`src/rtl/aes256_round_key_store.sv`:
```
// AES-256 round-key store: captures 15 round keys from the key expander and serves them
// forward or reverse over a valid/ready handshake. Optional per-byte parity: AES_RKS_PARITY_EN.
module aes256_round_key_store #(
  parameter int KW       = 128,
  parameter int NUM_KEYS = 15,
  parameter int IDX_W    = 4
) (
  input  logic             clk,
  input  logic             reset_n,
  input  logic             load_start,
  input  logic [KW-1:0]    short_key_hi,
  input  logic [KW-1:0]    skey_in,
  input  logic             skey_valid,
  input  logic [IDX_W-1:0] skey_cnt,
  output logic             keys_ready,
  input  logic             run_start,
  input  logic             run_dir,
  output logic [KW-1:0]    rk_out,
  output logic [IDX_W-1:0] rk_idx,
  output logic             rk_valid,
  input  logic             rk_ready,
  output logic             rk_last,
  output logic             run_done,
`ifdef AES_RKS_PARITY_EN
  output logic             parity_err,
`endif
  output logic             busy
);

  typedef enum logic [1:0] {S_IDLE, S_LOAD, S_READY, S_RUN} state_t;

  localparam logic [IDX_W-1:0] LAST_IDX = IDX_W'(NUM_KEYS - 1);

  state_t               state, state_nxt;
  logic [KW-1:0]        slot_mem [NUM_KEYS];
  logic [NUM_KEYS-1:0]  slot_valid, slot_valid_nxt;
  logic                 dir_q;

  logic                 skey_wr;
  logic                 xfer;
  logic                 serve_start;
  logic                 load_rk;
  logic                 eff_dir;
  logic [IDX_W-1:0]     next_idx;
  logic [IDX_W-1:0]     load_idx;

  // Expander writes are only honoured while loading, and never in the load_start cycle.
  assign skey_wr     = (state == S_LOAD) && !load_start && skey_valid &&
                       (skey_cnt != '0) && (skey_cnt <= LAST_IDX);
  assign xfer        = rk_valid && rk_ready;
  assign serve_start = (state == S_READY) && run_start && !load_start;
  assign eff_dir     = serve_start ? run_dir : dir_q;
  assign next_idx    = dir_q ? (rk_idx - 1'b1) : (rk_idx + 1'b1);
  assign load_idx    = serve_start ? (run_dir ? LAST_IDX : IDX_W'(0)) : next_idx;
  assign load_rk     = serve_start || ((state == S_RUN) && xfer && !rk_last && !load_start);

  assign keys_ready  = (state == S_READY) || (state == S_RUN);
  assign busy        = (state == S_LOAD) || (state == S_RUN);

  always_comb begin
    // NOTE: every combinational output gets a default first so no path infers a latch.
    slot_valid_nxt = slot_valid;
    if (skey_wr) slot_valid_nxt = slot_valid | (NUM_KEYS'(1) << skey_cnt);
  end

  always_comb begin
    state_nxt = state;
    if (load_start) begin
      state_nxt = S_LOAD;
    end else begin
      unique case (state)
        S_LOAD:  if (&slot_valid_nxt) state_nxt = S_READY;
        S_READY: if (run_start) state_nxt = S_RUN;
        S_RUN:   if (xfer && rk_last) state_nxt = S_READY;
        default: state_nxt = state;
      endcase
    end
  end

  // NOTE: sequential state uses non-blocking assignments so all registers update together.
  always_ff @(posedge clk or negedge reset_n) begin
    if (!reset_n) state <= S_IDLE;
    else          state <= state_nxt;
  end

`ifdef AES_RKS_PARITY_EN
  logic [KW/8-1:0] slot_par [NUM_KEYS];

  function automatic logic [KW/8-1:0] byte_par(input logic [KW-1:0] d);
    byte_par = '0;
    for (int b = 0; b < KW/8; b++) byte_par[b] = ^d[8*b +: 8];
  endfunction
`endif

  // NOTE: key storage has no reset; slot_valid alone says which contents are meaningful.
  always_ff @(posedge clk) begin
    if (load_start) begin
      slot_mem[0] <= short_key_hi;
`ifdef AES_RKS_PARITY_EN
      slot_par[0] <= byte_par(short_key_hi);
`endif
    end
    if (skey_wr) begin
      slot_mem[skey_cnt] <= skey_in;
`ifdef AES_RKS_PARITY_EN
      slot_par[skey_cnt] <= byte_par(skey_in);
`endif
    end
  end

  always_ff @(posedge clk or negedge reset_n) begin
    if (!reset_n) begin
      slot_valid <= '0;
      dir_q      <= 1'b0;
      rk_out     <= '0;
      rk_idx     <= '0;
      rk_valid   <= 1'b0;
      rk_last    <= 1'b0;
      run_done   <= 1'b0;
    end else begin
      run_done <= 1'b0;
      if (load_start) begin
        slot_valid <= NUM_KEYS'(1);
        rk_valid   <= 1'b0;
        rk_last    <= 1'b0;
      end else begin
        if (skey_wr)     slot_valid <= slot_valid_nxt;
        if (serve_start) dir_q      <= run_dir;
        if (load_rk) begin
          rk_out   <= slot_mem[load_idx];
          rk_idx   <= load_idx;
          rk_valid <= 1'b1;
          rk_last  <= (load_idx == (eff_dir ? IDX_W'(0) : LAST_IDX));
        end else if ((state == S_RUN) && xfer && rk_last) begin
          rk_valid <= 1'b0;
          rk_last  <= 1'b0;
          run_done <= 1'b1;
        end
      end
    end
  end

`ifdef AES_RKS_PARITY_EN
  // Parity is rechecked whenever a key is moved to rk_out; the flag is sticky until reload.
  always_ff @(posedge clk or negedge reset_n) begin
    if (!reset_n)        parity_err <= 1'b0;
    else if (load_start) parity_err <= 1'b0;
    else if (load_rk)    parity_err <= parity_err |
                                       (byte_par(slot_mem[load_idx]) != slot_par[load_idx]);
  end
`endif

endmodule

```
`config.mk`:
```
export PLATFORM = sky130hd
export DESIGN_NAME = aes256_round_key_store
export DESIGN_NICKNAME = d
export VERILOG_FILES = /design/src/rtl/aes256_round_key_store.sv
export SDC_FILE = /design/constraint.sdc
export NUM_CORES = 2
export LEC_CHECK = 0
export ABC_AREA = 1
export ABC_CLOCK_PERIOD_IN_PS = 7900
export CORE_MARGIN = 4
export CORE_UTILIZATION = 43
export CTS_CLUSTER_DIAMETER = 120
export DETAILED_ROUTE_END_ITERATION = 6
export GPL_ROUTABILITY_DRIVEN = 0
export PLACE_DENSITY_LB_ADDON = 0.05
export SLEW_MARGIN = 20
export SYNTH_ARGS = -nofsm -noshare
export SYNTH_HDL_FRONTEND = slang
export SYNTH_SLANG_ARGS = --single-unit
export TNS_END_PERCENT = 20
```
`constraint.sdc`:
```
create_clock -name clk -period 7.9 [get_ports clk]
set_input_delay 1.58 -clock clk [delete_from_list [all_inputs] [get_ports clk]]
set_output_delay 1.58 -clock clk [all_outputs]
set_load 0.05 [all_outputs]
```
# After elaboration in Yosys (flattened, before gate mapping)
# Memories as Yosys holds them, arrays and structs flattened. A register that Yosys moved wholly into a read port is not among the register bits.
# Index checks and enable logic that the tools add are counted.
op_classes:
  addsub: 2
  n_mul: 0
  div_mod_pow: 0
  magnitude_cmp: 1
  eq_ne: 7
  shifts: 1
  n_mux: 28
  bitwise: 2
  reduce_logical: 26
ops:
  columns: ["operator", "count"]
  rows:
  - ["$mux W128", 1]
  - ["$reduce_or A128 Y1", 1]
  - ["$mux W15", 3]
  - ["$mux W4", 5]
  - ["$or A15 B15 Y15", 1]
  - ["$reduce_and A15 Y1", 1]
  - ["$shl A1 B4 Y15 const A", 1]
  - ["$mux W1", 14]
  - ["$logic_and A1 B1 Y1", 12]
  - ["$mux W2", 4]
  - ["$reduce_bool A4 Y1", 2]
  - ["$ne A3 B2 Y1 const B", 2]
  - ["$pmux W2 S3", 1]
  - ["$add A4 B1 Y4 const B", 1]
  - ["$eq A2 B2 Y1 const B", 2]
  - ["$eq A4 B4 Y1", 1]
  - ["$le A4 B4 Y1 const B", 1]
  - ["$reduce_and A4 Y1", 1]
  - ["$sub A4 B1 Y4 const B", 1]
  - ["$logic_not A1 Y1", 3]
  - ["$logic_or A1 B1 Y1", 3]
  - ["$ne A3 B3 Y1 const B", 1]
  - ["$reduce_bool A3 Y1", 1]
  - ["$eq A2 B1 Y1 const B", 1]
  - ["3 further kinds", 3]
word_totals:
  register_bits: 25
  latchBits: 0
  ramBits: 1920
  romBits: 0
  in_bits: 267
  output_inout_bits: 137
  elab_cells: 75
  mem_count: 1
mem_list:
  columns: ["name", "words", "width", "read_ports", "rd_clocked_by_memory_dff", "write_ports", "line_no", "rtl"]
  rows:
  - ["slot_mem", 15, 128, 1, 1, 1, "35", "logic [KW-1:0] slot_mem [NUM_KEYS];"]

# Logic depth before layout (Yosys ltp)
depth:
  depth_word: 10
  ltp_mapped: 14
  depth_no_buf: 13

# Worst setup path after synthesis
# Ideal clock, no wire load.
synth_path:
  path_kind: "input to register"
  startpoint: "input port load_start"
  endpoint: "register state[1]"
  setup_time_ns: 0.117
  arrival_time_ns: 8.431
  t_required_ns: 7.783
  path_slack_ns: -0.648
  cell_stages: 12
  n_path_buf: 1
  path_cell_list: "buf_2 > inv_1 > nand4_1 > nor2_1 > or2_2 > nand2_1 > nor2_1 > nand3_1 > nand2_1 > nand2_1 > nand2_1 > nand2_1"
synth_between:
  elab_chain_len: 9
  elab_cells_between_ends: 13
  cone_classes: "3 x eq/ne; 2 x mux; 8 x reduce/logical"
synth_lines:
  columns: ["element", "line_no", "rtl"]
  rows:
  - ["from (decl)", "10", "input logic load_start,"]
  - ["$logic_not A1 Y1", "48", "assign skey_wr = (state == S_LOAD) && !load_start && skey_valid &&"]
  - ["$logic_and A1 B1 Y1 (3 in a row)", "48", null]
  - ["$logic_and A1 B1 Y1", "49", "(skey_cnt != '0) && (skey_cnt <= LAST_IDX);"]
  - ["$mux W15", "63", "if (skey_wr) slot_valid_nxt = slot_valid | (NUM_KEYS'(1) << skey_cnt);"]
  - ["$reduce_and A15 Y1", "72", "S_LOAD: if (&slot_valid_nxt) state_nxt = S_READY;"]
  - ["$ne A3 B2 Y1 (no line)", null, null]
  - ["$reduce_and A4 Y1 (no line)", null, null]
  - ["to (signal assigned)", "83", "else state <= state_nxt;"]
  - ["to (decl)", "34", "state_t state, state_nxt;"]
# Several ways; a longest one is shown, not always the timed one.
# A chain may end at the register's enable or synchronous reset.

# Final worst setup path
layout_path:
  startpoint: "input port run_start"
  endpoint: "register rk_out[48] (read register of slot_mem)"
layout_between:
  elab_chain_len: 4
  elab_cells_between_ends: 5
  cone_classes: "1 x mux; 4 x reduce/logical"
layout_lines:
  columns: ["element", "line_no", "rtl"]
  rows:
  - ["from (decl)", "16", "input logic run_start,"]
  - ["$logic_and A1 B1 Y1 * (2 in a row)", "51", "assign serve_start = (state == S_READY) && run_start && !load_start;"]
  - ["$logic_or A1 B1 Y1", "55", "assign load_rk = serve_start || ((state == S_RUN) && xfer && !rk_last && !load_start);"]
  - ["$reduce_and A2 Y1 (no line)", null, null]
  - ["to (decl)", "18", "output logic [KW-1:0] rk_out,"]
# Mark *: on every way between the ends. The rest lies on a longest branch, timed or not.

==> flow_results.xml <==
<?xml version="1.0" encoding="UTF-8"?>
<metrics>
  <group name="routing">
    <metric name="drc" unit="">0</metric>
    <metric name="finalWirelength" unit="um">239500</metric>
    <metric name="drt_pre_antenna_iters" unit="">5</metric>
    <metric name="avgRoutedWirePerCell" unit="um">24.84</metric>
    <metric name="routed-via-count" unit="">52470</metric>
    <metric name="drt-vias-per-instance" unit="">5.443</metric>
    <metric name="postRouteAntennaNets" unit="">0</metric>
    <metric name="detail_route.iter0.violations" unit="">4359</metric>
  </group>
  <group name="global_route">
    <metric name="remaining_overflow_grt" unit="">0</metric>
    <metric name="grt_pass1_wl" unit="um">352100</metric>
    <metric name="antenna_found_initial" unit="">1</metric>
    <metric name="grt_max_degree" unit="">190</metric>
    <metric name="grt_usage" unit="">0.2377</metric>
    <metric name="number_of_global_route_vias_before_repair" unit="">52560</metric>
  </group>
  <group name="die">
    <metric name="placement_rows" unit="">160</metric>
    <metric name="die_area" unit="um^2">199400</metric>
    <metric name="die_y" unit="um">446.5</metric>
    <metric name="floorplan.initialDensity" unit="">0.4339</metric>
    <metric name="dieWidth" unit="um">446.5</metric>
    <metric name="fp.coreArea" unit="um^2">190600</metric>
    <metric name="count_of_boundary_i_o_pins" unit="">404</metric>
  </group>
  <group name="logic_synthesis">
    <metric name="synth.avg_cell_area" unit="um^2">12.41</metric>
    <metric name="synthCells" unit="">6661</metric>
    <metric name="synth.top_cell.area_share" unit="">0.6973</metric>
    <metric name="synth_edf_count" unit="">1920</metric>
    <metric name="synth.top_cells.by_count" unit="">edfxtp_1 (1920), nand2_1 (1474), nor2_1 (786)</metric>
    <metric name="compound_gate_fraction_of_synth_area" unit="">0.08559</metric>
    <metric name="ys_seq_area_frac" unit="">0.7436</metric>
    <metric name="synth_top_family_by_area" unit="">simple AND/OR/NAND/NOR gates</metric>
    <metric name="yosys-top-cells-area" unit="">edfxtp_1 (70%), nand2_1 (6.7%), dfrtp_1 (4.6%), o21ai_0 (3.7%), nor2_1 (3.6%)</metric>
    <metric name="yosysUniqueCellTypes" unit="">31</metric>
    <metric name="yosys.area_share.xor_xnor" unit="">0.0002118</metric>
    <metric name="muxShareOfSynthArea" unit="">0</metric>
    <metric name="mappedNetlistArea" unit="um^2">82690</metric>
    <metric name="postSynth.topFlopCell" unit="">edfxtp_1</metric>
    <metric name="synth_top_cell_by_area" unit="">edfxtp_1</metric>
    <metric name="yosys.area_share.simple" unit="">0.1451</metric>
    <metric name="synth_most_common_cell" unit="">edfxtp_1</metric>
    <metric name="ys_warn_count" unit="">0</metric>
    <metric name="postSynthNetCount" unit="">6931</metric>
    <metric name="post_synth_fa_ha_maj_area_fraction" unit="">0.0005447</metric>
    <metric name="synth-seq-cells" unit="">2073</metric>
    <metric name="async_flop_share" unit="">0.07381</metric>
  </group>
  <group name="clock_network">
    <metric name="clockBufferDepth" unit="">3</metric>
    <metric name="cts_inserted_buffers" unit="">215</metric>
    <metric name="clock_latency" unit="ns">0.84</metric>
    <metric name="ctsResizeCount" unit="">0</metric>
    <metric name="cts_tree" unit="">built</metric>
    <metric name="worst_setup_hold_path_clk_slew" unit="ns">0.06</metric>
    <metric name="cts.sink_count" unit="">2073</metric>
    <metric name="cts.root.buffer_cell" unit="">clkbuf_16</metric>
    <metric name="cts_setup_buffers" unit="">0</metric>
    <metric name="ctsHoldBuffers" unit="">0</metric>
    <metric name="cts_htree_levels" unit="">4</metric>
  </group>
  <group name="min_path">
    <metric name="class_of_the_tightest_hold_or_removal_check" unit="">flip-flop to flip-flop</metric>
  </group>
  <group name="job">
    <metric name="cap_viol_max_count" unit="">0</metric>
  </group>
  <group name="final_layout">
    <metric name="finish.net_count" unit="">7206</metric>
    <metric name="layout-drive-gt1-share" unit="">0.09964</metric>
    <metric name="final_util" unit="">0.5041</metric>
    <metric name="design_area" unit="um^2">96070</metric>
    <metric name="area_growth_from_synthesis_to_layout" unit="%">16.18</metric>
  </group>
  <group name="critical_path">
    <metric name="worst_ep_required_time" unit="ns">8.67</metric>
    <metric name="timing.critical_path.fanout_max" unit="">157</metric>
    <metric name="crit_path_start_kind" unit="">input port</metric>
    <metric name="worst-setup-path-type" unit="">input port to flip-flop</metric>
    <metric name="crit_path_end_kind" unit="">flip-flop</metric>
    <metric name="critical_path_arrival" unit="ns">5.50</metric>
  </group>
  <group name="sta">
    <metric name="max-slew-margin-rel" unit="">0.2783</metric>
    <metric name="period_needed" unit="ns">4.737</metric>
    <metric name="worst_margin_pin_slew" unit="ns">1.083</metric>
    <metric name="finClkSkew" unit="ns">0.02164</metric>
    <metric name="timing.fmax" unit="MHz">211.1</metric>
    <metric name="slew_viol_final" unit="">0</metric>
    <metric name="setup_viol" unit="">0</metric>
    <metric name="finalCritPeriodShare" unit="">0.5996</metric>
    <metric name="finalHoldViolCount" unit="">0</metric>
    <metric name="rsz0062_at_grt" unit="">no</metric>
  </group>
  <group name="power">
    <metric name="power.leakage" unit="nW">33.26</metric>
    <metric name="report.power.total" unit="mW">41.14</metric>
    <metric name="ir_drop" unit="uV">702.7</metric>
    <metric name="pwr_density_cell" unit="nW/um^2">428.2</metric>
  </group>
  <group name="status">
    <metric name="outcome" unit="">finished clean</metric>
  </group>
  <group name="place">
    <metric name="dpl-instance-area" unit="um^2">89130</metric>
    <metric name="place_hpwl" unit="um">113100</metric>
    <metric name="port_buffers" unit="">403</metric>
  </group>
</metrics>
-- cells in the final DEF (no fill, tap or decap), drive strengths merged --
cell / Yosys / layout
a21oi: 279 / 279
a31oi: 1 / 1
buf: 219 / 82
bufinv: 0 / 10
clkbuf: 206 / 321
clkdlybuf4s50: 0 / 401
clkinv: 0 / 69
clkinvlp: 0 / 1
dfrtp: 153 / 153
diode: 0 / 3
edfxtp: 1920 / 1920
fa: 1 / 1
ha: 2 / 2
inv: 50 / 56
nand2: 1478 / 1478
nand3: 236 / 236
nand4: 74 / 74
nor2: 789 / 789
nor3: 4 / 4
o211ai: 284 / 284
o21ai: 619 / 619
o22ai: 2 / 2
o31ai: 57 / 57
or2: 285 / 285
xor2: 2 / 2
-- through the flow --
| stage | TNS, ns | worst slack [ns] | hold WS (ns) | cells |
|---|---|---|---|---|
| floorplan | -74.67 | -0.2917 | 0.4217 | 6661 |
| global placement | 0 | 2.268 | 0.4387 | 9230 |
| detailed placement | 0 | 2.226 | 0.4448 | 9230 |
| CTS | 0 | 3.147 | 0.4600 | 9637 |
| global route | 0 | 2.836 | 0.5028 | 9637 |
| finish | 0 | 3.163 | 0.4558 | 9640 |
-- final cells by class --
| type | instances | area, um^2 |
|---|---|---|
| clock inverter | 86 | 704.4 |
| antenna | 3 | 7.507 |
| clock buffer | 321 | 6227 |
| timing repair buffer | 483 | 4982 |
| inverter | 50 | 302.8 |
| fill | 16760 | 94510 |
| tap | 2511 | 3142 |
| sequential | 2073 | 61480 |
| multi-input combinational | 4113 | 19220 |
-- worst paths after layout --
| kind | startpoint | end | slack (ns) | cells past startpoint |
|---|---|---|---|---|
| min in group asynchronous | reset_n | rk_out[82]$_DFFE_PN0P_ | 0.72 | 1 |
| max in group asynchronous | reset_n | rk_out[127]$_DFFE_PN0P_ | 5.75 | 2 |
| worst min-delay path | slot_valid[0]$_DFFE_PN0P_ | slot_valid[0]$_DFFE_PN0P_ | 0.46 | 2 |
| worst max register to register | rk_idx[0]$_DFFE_PN0P_ | rk_out[48]$_DFFE_PN0P_ | 3.74 | 12 |
| worst min register to register | slot_valid[0]$_DFFE_PN0P_ | slot_valid[0]$_DFFE_PN0P_ | 0.46 | 2 |
| worst max-delay path | run_start | rk_out[48]$_DFFE_PN0P_ | 3.16 | 14 |
-- power breakdown --
part / internal, mW / switching (mW)
clock network: 5.75 / 4.19
logic: 5.02 / 13.0
registers: 12.8 / 0.403
total: 23.6 / 17.5
-- registers in the layout, indices dropped and copies added (netlist names) --
register    cells
dir_q           1
slot_valid     15
rk_idx          4
rk_out        128
rk_valid        1
run_done        1
state           2
rk_last         1
slot_mem     1920
-- logic make-up (layout without fill, tap and decap cells) --
group                    count (synthesis)  after routing
AND/OR/NAND/NOR                       2866           2866
AO/OA/AOI/OAI                         1242           1242
adder cells (fa/ha/maj)                  3              3
XOR/XNOR                                 2              2
buffers and inverters                  475            940
flip-flops                            2073           2073
other                                    0              3
-- critical path, stage by stage --
cell and delay [ns]:
clkdlybuf4s50_1 0.51, nand2_1 0.12, nor3_4 0.22, nand2_2 0.16
o21ai_4 0.14, buf_12 0.57, buf_4 0.76, buf_12 0.61
o211ai_1 0.18, o21ai_0 0.11, nand2_1 0.07, nand2_1 0.10
nand2_1 0.05, nand3_1 0.11
-- layer usage --
metal | track usage | up-vias | share of wire
met1 | 0.3131 | 26500 | 0.43
li1 | - | 24320 | -
met3 | 0.02979 | 323 | 0.044
met2 | 0.4171 | 1323 | 0.50
met5 | 0 | - | 0
met4 | 0.06157 | 0 | 0.023
Note: power is estimated with default switching activity, not from simulation.
